$ cat config.mk
export PLATFORM = sky130hd
export DESIGN_NAME = uart_tx_flat
export DESIGN_NICKNAME = d
export VERILOG_FILES = /design/src/rtl/uart_tx_if.sv /design/src/rtl/uart_tx.sv /design/src/flat_wrapper.sv
export SDC_FILE = /design/constraint.sdc
export NUM_CORES = 1
export LEC_CHECK = 0
export ABC_CLOCK_PERIOD_IN_PS = 6450
export CAP_MARGIN = 20
export CORE_MARGIN = 3
export CORE_UTILIZATION = 61
export CTS_BUF_LIST = sky130_fd_sc_hd__clkbuf_8
export DETAILED_ROUTE_END_ITERATION = 12
export PLACE_DENSITY = 0.85
export SYNTH_ARGS = -nofsm -noshare
export SYNTH_HDL_FRONTEND = slang
export SYNTH_SLANG_ARGS = --single-unit
$ cat constraint.sdc
create_clock -name clk -period 6.45 [get_ports clk]
set_clock_uncertainty 0.15 [all_clocks]
set_input_delay 1.29 -clock clk [delete_from_list [all_inputs] [get_ports clk]]
set_output_delay 1.29 -clock clk [all_outputs]
set_load 0.005 [all_outputs]
$ cat src/rtl/uart_tx_if.sv
// Host/peer-facing signal bundle for the UART transmitter.
// The master side is the host logic plus the peer's flow control;
// the slave side is the transmitter itself.
interface uart_tx_if;
   logic [7:0] txdata;
   logic       tx_valid;
   logic       tx_ready;
   logic       cts;
   logic       txd;
   logic       busy;

   modport master (
      output txdata, tx_valid, cts,
      input  tx_ready, txd, busy
   );

   modport slave (
      input  txdata, tx_valid, cts,
      output tx_ready, txd, busy
   );
endinterface

$ cat src/rtl/uart_tx.sv
// 8-bit asynchronous serial transmitter: start bit, 8 data bits LSB first,
// optional even/odd parity, 1 or 2 stop bits. Each bit lasts BIT_CLK clocks.
//
// state  | meaning
// IDLE   | line high, waiting for a byte while cts = 1
// START  | start bit (0) on the line
// DATA   | data bits, LSB first, indexed by bit_idx
// PARITY | parity bit (only when parity is enabled)
// STOP   | stop bit(s), high; stop_cnt selects first/second stop bit
module uart_tx #(
   parameter int BIT_CLK   = 87,
   parameter int PARITY    = 0,
   parameter int STOP_BITS = 1
) (
   input  logic      clk,
   input  logic      reset,
   uart_tx_if.slave  bus
);
   localparam int CW = (BIT_CLK > 1) ? $clog2(BIT_CLK) : 1;
   localparam logic [CW-1:0] CNT_LAST = CW'(BIT_CLK - 1);
   localparam logic PAR_EN  = (PARITY == 1) || (PARITY == 2);
   localparam logic PAR_ODD = (PARITY == 2);
   localparam logic TWO_STOP = (STOP_BITS == 2);

   typedef enum logic [2:0] {
      IDLE   = 3'd0,
      START  = 3'd1,
      DATA   = 3'd2,
      PARITY_S = 3'd3,
      STOP   = 3'd4
   } state_t;

   state_t        state, state_n;
   logic [CW-1:0] bit_cnt, bit_cnt_n;
   logic [2:0]    bit_idx, bit_idx_n;
   logic          stop_cnt, stop_cnt_n;
   logic [7:0]    shreg, shreg_n;
   logic          par_bit, par_bit_n;
   logic          txd_q, txd_n;
   logic          last_cnt;
   logic          accept;

   assign last_cnt     = (bit_cnt == CNT_LAST);
   assign bus.tx_ready = (state == IDLE) && bus.cts && reset;
   assign accept       = bus.tx_valid && bus.tx_ready;
   assign bus.busy     = (state != IDLE);
   assign bus.txd      = txd_q;

   // State, counters, shift register and the registered serial line.
   always_ff @(posedge clk) begin
      if (!reset) begin
         state    <= IDLE;
         bit_cnt  <= '0;
         bit_idx  <= '0;
         stop_cnt <= 1'b0;
         shreg    <= '0;
         par_bit  <= 1'b0;
         txd_q    <= 1'b1;
      end else begin
         state    <= state_n;
         bit_cnt  <= bit_cnt_n;
         bit_idx  <= bit_idx_n;
         stop_cnt <= stop_cnt_n;
         shreg    <= shreg_n;
         par_bit  <= par_bit_n;
         txd_q    <= txd_n;
      end
   end

   // Next-state, bit timing and next line value (derived from the next state
   // so txd comes straight out of a flop).
   always_comb begin
      state_n    = state;
      bit_cnt_n  = last_cnt ? '0 : bit_cnt + CW'(1);
      bit_idx_n  = bit_idx;
      stop_cnt_n = stop_cnt;
      shreg_n    = shreg;
      par_bit_n  = par_bit;
      txd_n      = 1'b1;

      case (state)
         IDLE: begin
            bit_cnt_n = '0;
            if (accept) begin
               state_n   = START;
               shreg_n   = bus.txdata;
               par_bit_n = (^bus.txdata) ^ PAR_ODD;
            end
         end
         START: begin
            if (last_cnt) begin
               state_n   = DATA;
               bit_idx_n = '0;
            end
         end
         DATA: begin
            if (last_cnt) begin
               bit_idx_n = bit_idx + 3'd1;
               if (bit_idx == 3'd7) begin
                  state_n    = PAR_EN ? PARITY_S : STOP;
                  stop_cnt_n = 1'b0;
               end
            end
         end
         PARITY_S: begin
            if (last_cnt) begin
               state_n    = STOP;
               stop_cnt_n = 1'b0;
            end
         end
         STOP: begin
            if (last_cnt) begin
               if (TWO_STOP && !stop_cnt) stop_cnt_n = 1'b1;
               else                       state_n    = IDLE;
            end
         end
         default: state_n = IDLE;
      endcase

      case (state_n)
         START:    txd_n = 1'b0;
         DATA:     txd_n = shreg_n[bit_idx_n];
         PARITY_S: txd_n = par_bit_n;
         default:  txd_n = 1'b1;
      endcase
   end
endmodule

$ cat src/flat_wrapper.sv
// flat-port wrapper written by rule: the top's interface ports become plain ports
module uart_tx_flat 
#(
   parameter int BIT_CLK   = 87,
   parameter int PARITY    = 0,
   parameter int STOP_BITS = 1
)
  (clk, reset, bus_txdata, bus_tx_valid, bus_cts, bus_tx_ready, bus_txd, bus_busy);
  uart_tx_if bus_i ();
  input  logic clk;
  input  logic reset;
  input wire logic [$bits(bus_i.txdata)-1:0] bus_txdata;
  input wire logic [$bits(bus_i.tx_valid)-1:0] bus_tx_valid;
  input wire logic [$bits(bus_i.cts)-1:0] bus_cts;
  output wire logic [$bits(bus_i.tx_ready)-1:0] bus_tx_ready;
  output wire logic [$bits(bus_i.txd)-1:0] bus_txd;
  output wire logic [$bits(bus_i.busy)-1:0] bus_busy;
  assign bus_i.txdata = bus_txdata;
  assign bus_i.tx_valid = bus_tx_valid;
  assign bus_i.cts = bus_cts;
  assign bus_tx_ready = bus_i.tx_ready;
  assign bus_txd = bus_i.txd;
  assign bus_busy = bus_i.busy;
  uart_tx #(.BIT_CLK(BIT_CLK), .PARITY(PARITY), .STOP_BITS(STOP_BITS)) u_core (.clk(clk), .reset(reset), .bus(bus_i));
endmodule
# After elaboration in Yosys (flattened, before gate mapping)
# Index checks and enable logic that the tools add are counted.
totals:
  register_bits: 23
  out_inout_bits: 3
classes:
  add_sub_neg: 2
  n_lt_le_gt_ge: 1
  n_eq_ne: 9
  n_mux: 17
  bitwise: 1
  n_reduce_logical: 7
op_table:
  columns: ["op", "count"]
  rows:
  - ["$mux 3", 8]
  - ["$mux 8", 2]
  - ["$pmux 3 s5", 1]
  - ["$eq 3x2->1 const B", 4]
  - ["$reduce_xor 8->1", 1]
  - ["$add 7x1->7 const B", 1]
  - ["$eq 7x7->1 const B", 1]
  - ["$eq 3x1->1 const B", 2]
  - ["$eq 3x3->1 const B", 2]
  - ["$pmux 3 s2", 1]
  - ["$lt 3x4->1 const B", 1]
  - ["$add 3x1->3 const B", 1]
  - ["$bmux 1 s3", 1]
  - ["$logic_and 1x1->1", 3]
  - ["$logic_not 3->1", 1]
  - ["$mux 1", 3]
  - ["$pmux 1 s3", 1]
  - ["$reduce_bool 3->1", 1]
  - ["$reduce_or 3->1", 1]
  - ["$not 1->1", 1]

# Logic depth before layout (Yosys ltp)
# Gate-level depths: netlist of the first run.
depth:
  ltp_word: 9
  depth_mapped: 13
  mapped_depth_nobuf: 13

# Worst setup path after synthesis of the first run
# OpenSTA, ideal clock, no wires.
synth_path:
  kind: "input port to output port"
  start: "in reset"
  end: "out bus_tx_ready"
  arrival_time_ps: 1705
  required_ps: 5010
  setup_slack_ps: 3305
  cell_stages: 2
  path_buffers: 1
  cell_sequence: "clkbuf_1 -> and3_1"
synth_between:
  elab_chain_len: 1
synth_rtl:
  columns: ["item", "line", "rtl"]
  rows:
  - ["start, declared", "flat_wrapper.sv:11", "input logic reset;"]
  - ["$logic_and 1x1->1", "uart_tx.sv:44", "assign bus.tx_ready = (state == IDLE) && bus.cts && reset;"]
  - ["end, declared", "flat_wrapper.sv:15", "output wire logic [$bits(bus_i.tx_ready)-1:0] bus_tx_ready;"]
# Every way passes these cells.

# Worst setup path in the final report of the first run
# Same ends and word-level chain as after synthesis.

==> flow_metrics.py, run 1 <==
metrics = {
    "pwr": {
        "p_leak_uw": 0.000524,
        "pwr-share-comb": 0.120,
        "peakVddDrop_uv": 170,
        "p_int_uw": 205,
        "p_clk_frac": 0.331,
        "powerDensity_nw_per_um2": 190,
        "power_frac_seq": 0.549,
        "sw_frac_of_total": 0.234,
        "switching_power_uw": 62.5,
    },
    "global_routing": {
        "grt_remaining_overflow": 0,
        "grt_pass1_vias": 1043,
        "antenna_found_initial": 0,
        "grt_pass1_wl_um": 4670,
        "grt_use_total": 0.239,
        "grt_start_max_net_pins": 14,
    },
    "setup_path": {
        "worst_path_max_delay_cell": "clkdlybuf4s50_1",
        "cpPeakStageDelay_ns": 0.68,
        "worst_setup_path_end_kind": "primary output",
        "crit_family": "buffers and inverters",
        "cp_data_arrival_time_ns": 2.68,
        "crit_buf_inv": 2,
        "crit_path_max_fanout": 12,
        "worstPathRequired_ns": 5.01,
        "worst_setup_path_start_kind": "input pin",
        "crit_type": "input pin to primary output",
        "crit_path_cell_trace": "clkdlybuf4s50_1 -> and3_1 -> clkdlybuf4s50_1",
        "crit_top_cell": "clkdlybuf4s50_1",
    },
    "cts": {
        "hold_buffers": 0,
        "cts_setup_buffers": 0,
        "clockBufferDepth": 2,
        "cts_resized": 0,
        "clock_sinks": 23,
        "cts_max_level": 1,
        "cts_buffers": 3,
        "cts_tree": "yes",
        "clk_pin_slew_ns": 0.08,
        "insertion_delay_ns": 0.26,
        "cts_root_buf": "clkbuf_8",
    },
    "floorplanning": {
        "die_y_um": 50.7,
        "start_util": 0.677,
        "io_pins": 15,
        "core_area_um2": 1800,
        "die-area_um2": 2570,
        "die_x_um": 50.7,
        "fp-row-count": 15,
    },
    "final_layout": {
        "n_antenna_cell": 0,
        "nNetsFinal": 170,
        "areaGrowthSynthToFinish_pct": 15.7,
        "final_layout_size_suffix_gt1_frac": 0.0658,
    },
    "place": {
        "portBuffers": 14,
        "hpwl_um": 1930,
        "detailedPlace.worstSlack_ns": 2.33,
        "gp_congestion": 0.878,
    },
    "route": {
        "drtAntennaViolNets": 0,
        "wl_per_cell_um": 14.4,
        "drc": 0,
        "via_count": 1025,
        "drt_iter0_markers": 24,
        "first_pass_iters": 4,
        "routed_via_density": 5.79,
        "detail_route.wirelength_um": 2550,
    },
    "timing": {
        "max_slew_margin": 0.698,
        "fin_crit_ns": 4.12,
        "setup_violations": 0,
        "setup_tns_ns": 0,
        "slew_violations": 0,
        "fin_ws_ns": 2.33,
        "fmax_mhz": 243,
        "timing.final.crit_share": 0.638,
        "worst_pin_slew_ns": 0.449,
        "final_hold_viol_count": 0,
        "rsz0062_at_grt": "no",
    },
    "logic_synthesis": {
        "yosysUniqueCellTypes": 41,
        "syn_area_per_cell_um2": 8.84,
        "yosysSeqAreaShare": 0.377,
        "ys_ff_latch": 23,
        "mappedNetlistArea_um2": 1220,
        "yosys_warnings": 0,
        "syn_inst": 138,
        "syn_nets": 155,
    },
    "min_path": {
        "min_path_type": "register to register",
    },
    "job": {
        "drv_cap": 0,
    },
    "run_status": {
        "status": "completed",
    },
}
## cell usage in the layout (no fill, tap or decap), drive strengths merged, types with 4 or more instances in the layout
master / synthesis / final
xnor2: 10 / 10
nor2b: 4 / 4
o21ai: 4 / 4
a21oi: 4 / 4
nor3: 4 / 4
nand3: 11 / 11
ha: 5 / 5
and2: 4 / 4
and3: 5 / 5
clkdlybuf4s50: 0 / 14
nor2: 21 / 21
o211ai: 4 / 4
dfxtp: 23 / 23
inv: 3 / 4
## layout make-up
type / instances / area [um2]
multi-input cells: 107 / 719
clock inverters: 1 / 3.75
flip-flops and latches: 23 / 460
repair buffers: 14 / 140
fillers: 142 / 390
well taps: 25 / 31.3
clock buffers: 3 / 41.3
inverters: 4 / 15.0
## synthesized netlist by cell type, drive strengths merged
master,number,area share
a211oi,1,0.0062
a21oi,4,0.016
a22o,1,0.0072
a31oi,1,0.0051
a32o,1,0.0082
a41o,1,0.0082
and2,4,0.021
and3,5,0.026
buf,3,0.017
clkbuf,1,0.0031
clkinv,1,0.0031
dfxtp,23,0.38
ha,5,0.051
inv,3,0.0092
mux2,2,0.018
mux2i,2,0.016
nand2,2,0.0062
nand2b,1,0.0051
nand3,11,0.045
nand4b,1,0.0072
nand4bb,1,0.0092
nor2,21,0.071
nor2b,4,0.021
nor3,4,0.021
nor3b,1,0.0062
o2111ai,1,0.0072
o211ai,4,0.025
o21a,3,0.018
o21ai,4,0.016
o31ai,1,0.0062
o41a,1,0.0092
or2,2,0.010
or3,3,0.015
or4,2,0.012
or4bb,1,0.0092
xnor2,10,0.072
xor2,2,0.014
## per-stage QoR
stage | instance area [um2] | std cells | hold slack, ns | power, uW | util
2_1_floorplan | 1220 | 138 | 0.276 | 169 | -
3_3_place_gp | 1370 | 173 | 0.288 | 181 | 0.758
3_5_place_dp | 1370 | 173 | 0.317 | 182 | 0.758
4_1_cts | 1410 | 177 | 0.336 | 271 | 0.783
5_1_grt | 1410 | 177 | 0.347 | 278 | 0.783
6_report | 1410 | 177 | 0.322 | 267 | 0.783
## power groups by stage
stage               Clock (uW)  Sequential (uW)  Combinational [uW]
floorplan                    0              149                19.5
global placement             0              150                30.8
detailed placement           0              150                32.1
CTS                       91.6              147                32.3
global route              95.2              147                35.6
finish                    88.5              147                32.2
## per-layer routing
metal	track usage	part of all wire	up-vias	routed length (um)
li1	-	-	517	-
met1	0.299	0.46	478	1180
met2	0.417	0.49	26	1250
met3	0.0267	0.034	4	88
met4	0.0897	0.011	0	29
met5	0	0	-	0
## cell families (layout without fill, tap and decap cells)
logic type,count (synthesis),in the layout,synth area share
adders and majority gates,5,5,0.0513
and+or+nand+nor,63,63,0.284
DFF,23,23,0.377
AOI/OAI and AO/OA,23,23,0.133
xor gates and xnor gates,12,12,0.0862
muxes,4,4,0.0349
buffers and inverters,8,22,0.0328
## path summary, 6_finish.rpt
path         cells after the start  slack (ns)                          from                           end
max                              3        2.33                         reset                  bus_tx_ready
min                              1        0.32  u_core.bit_cnt[0]$_SDFF_PP0_  u_core.bit_cnt[0]$_SDFF_PP0_
max reg2reg                     13        2.94  u_core.bit_cnt[0]$_SDFF_PP0_     u_core.bus.txd$_SDFF_PN1_
min reg2reg                      1        0.32  u_core.bit_cnt[0]$_SDFF_PP0_  u_core.bit_cnt[0]$_SDFF_PP0_
## state kept, by name, summed over array words and instances (netlist names)
signal          cells
u_core.state        3
u_core.shreg        8
u_core.bit_cnt      7
u_core.bus.txd      1
u_core.par_bit      1
u_core.bit_idx      3
No activity file was read; power rests on OpenSTA's default activity.
==> inputs of run 2 (changes only) <==
Settings changed: ABC_CLOCK_PERIOD_IN_PS 6450 to 3460, CORE_UTILIZATION 61 to 51, PLACE_DENSITY 0.85 to 0.76.
Clock period 6.45 ns to 3.46 ns, I/O delays scaled along.
==> flow_metrics.py, run 2 (synthesis gave the netlist of run 1 again) <==
metrics = {
    "run_status": {
        "status": "completed",
    },
    "final_layout": {
        "regMostFlops": "u_core.shreg",
        "most-common-layout-cells": "dfxtp_1, nor2_1, clkdlybuf4s50_1, nand3_1, xnor2_1",
        "layout_commonest_cell": "dfxtp_1",
        "final_layout_size_suffix_gt1_frac": 0.103,
        "n_antenna_cell": 0,
        "areaGrowthSynthToFinish_pct": 18.9,
        "post-route-cell-area_um2": 1450,
        "nNetsFinal": 173,
        "largest_registers": "u_core.shreg: 8 flops, u_core.bit_cnt: 7 flops",
        "fill_cells": 204,
        "largest_reg_flops": 8,
        "final_cell_count_no_fill": 183,
    },
    "cts": {
        "insertion_delay_ns": 0.27,
        "cts_max_level": 1,
        "hold_buffers": 0,
        "clock_sinks": 23,
        "clk_pin_slew_ns": 0.08,
        "cts_root_buf": "clkbuf_8",
        "clockBufferDepth": 2,
        "cts_buffers": 3,
        "cts_tree": "yes",
    },
    "timing": {
        "fin_crit_ns": 3.40,
        "setup_violations": 0,
        "timing.final.crit_share": 0.981,
        "max_slew_margin": 0.720,
        "setup_tns_ns": 0,
        "final_hold_viol_count": 0,
        "worst_pin_slew_ns": 0.416,
        "slew_violations": 0,
        "fmax_mhz": 295,
    },
    "floorplanning": {
        "core_area_um2": 2230,
        "fp-row-count": 17,
        "io_pins": 15,
        "die_x_um": 54.9,
        "start_util": 0.546,
        "die_y_um": 54.9,
        "die-area_um2": 3020,
    },
    "global_routing": {
        "grt_use_total": 0.201,
        "grt_start_max_net_pins": 14,
        "grt_pass1_wl_um": 4320,
        "grt_pass1_vias": 1035,
        "antenna_found_initial": 0,
        "grt_remaining_overflow": 0,
    },
    "route": {
        "routed_via_density": 5.83,
        "via_count": 1066,
        "drtAntennaViolNets": 0,
        "detail_route.wirelength_um": 2720,
        "drc": 0,
        "drt_iter0_markers": 25,
        "first_pass_iters": 4,
        "wl_per_cell_um": 14.8,
    },
    "setup_path": {
        "cp_data_arrival_time_ns": 3.38,
        "cpPeakStageDelay_ns": 0.56,
        "worstPathRequired_ns": 3.44,
        "worst_setup_path_start_kind": "register",
        "crit_path_max_fanout": 6,
        "worst_path_max_delay_cell": "or4_1",
        "crit_path_cell_trace": "inv_1 -> ha_1 -> nand4b_1 -> nor2_2 -> inv_1 -> ha_1 -> or4bb_1 -> o21ai_1 -> nor3_2 -> or4_1 -> a41o_1 -> a21oi_1 -> o2111ai_1",
        "crit_type": "register to register",
        "worst_setup_path_end_kind": "register",
    },
    "pwr": {
        "pwr-share-comb": 0.122,
        "peakVddDrop_uv": 286,
        "p_int_uw": 383,
        "powerDensity_nw_per_um2": 345,
        "switching_power_uw": 117,
        "p_total_uw": 500,
        "p_leak_uw": 0.000541,
        "p_clk_frac": 0.331,
        "power_frac_seq": 0.547,
        "sw_frac_of_total": 0.234,
    },
    "place": {
        "hpwl_um": 1910,
        "dpl.cell_count": 177,
        "gp_congestion": 0.850,
        "portBuffers": 14,
        "place_area_um2": 1380,
    },
    "job": {
        "drv_cap": 0,
    },
    "min_path": {
        "min_path_type": "register to register",
    },
}
run 2: cell count changes in the layout (fill, tap and decap cells not counted):
cell / previous run / this run
nor2_2: 0 / 1
nor2_1: 20 / 19
buf_4: 0 / 3
o21ai_0: 4 / 3
or3_1: 3 / 2
o21ai_1: 0 / 1
or3_4: 0 / 1
nor3_1: 3 / 2
nor3_2: 1 / 2
run 2: power groups by stage:
stage          Clock [uW]  Combinational, uW  Sequential, uW
2_1_floorplan           0               36.3             278
3_3_place_gp            0               59.5             279
3_5_place_dp            0               60.4             280
4_1_cts               167               60.7             273
5_1_grt               179               66.7             274
6_report              166               60.9             274
run 2: through the flow:
stage	util	setup WS [ns]	hold slack, ns
CTS	0.637	0.00899	0.329
global placement	0.617	0.205	0.290
finish	0.649	0.0644	0.326
detailed placement	0.617	0.0810	0.312
floorplan	-	0.373	0.276
global route	0.649	-0.145	0.354
run 2: critical path, delay by kind of cell (launching register included):
kind                       cells  cell delay (ns)
AOI/OAI and AO/OA              4             0.73
adders and majority gates      2             0.43
buffers and inverters          2             0.18
DFF                            1             0.34
and+or+nand+nor                5             1.43
run 2: cell type report:
cell class	count	area (um2)	share of cell area
clock buffers	3	41.3	0.0285
clock inverters	1	3.75	0.00259
inverters	4	15.0	0.0104
multi-input cells	107	732	0.505
flip-flops and latches	23	460	0.318
well taps	28	35.0	0.0242
repair buffers	17	163	0.112
run 2: worst paths after layout:
check | start | to | slack [ns] | cells past startpoint
setup / recovery | u_core.bit_cnt[0]$_SDFF_PP0_ | u_core.bus.txd$_SDFF_PN1_ | 0.06 | 13
setup reg to reg | u_core.bit_cnt[0]$_SDFF_PP0_ | u_core.bus.txd$_SDFF_PN1_ | 0.06 | 13
hold / removal | u_core.bit_cnt[0]$_SDFF_PP0_ | u_core.bit_cnt[0]$_SDFF_PP0_ | 0.33 | 1
hold reg to reg | u_core.bit_cnt[0]$_SDFF_PP0_ | u_core.bit_cnt[0]$_SDFF_PP0_ | 0.33 | 1
run 2: what timing repair did:
item / CTS / global route
gates resized for setup: 0 / 4
setup buffers: 0 / 2
endpoints found under the setup margin: 0 / 1
hold endpoints to repair: 0 / 0
run 2: layer usage:
metal,global-route usage,wire length (um),up-vias
met5,0,0,-
met4,0.0850,53,0
met3,0.0456,130,7
met2,0.317,1330,32
met1,0.262,1200,501
li1,-,-,526
==> inputs of run 3 (changes only) <==
Settings changed: SKIP_LAST_GASP from default to 1, SLEW_MARGIN from default to 15.
==> results of run 3 <==
No change in the layout: final DEF, timing and power equal those of run 2.
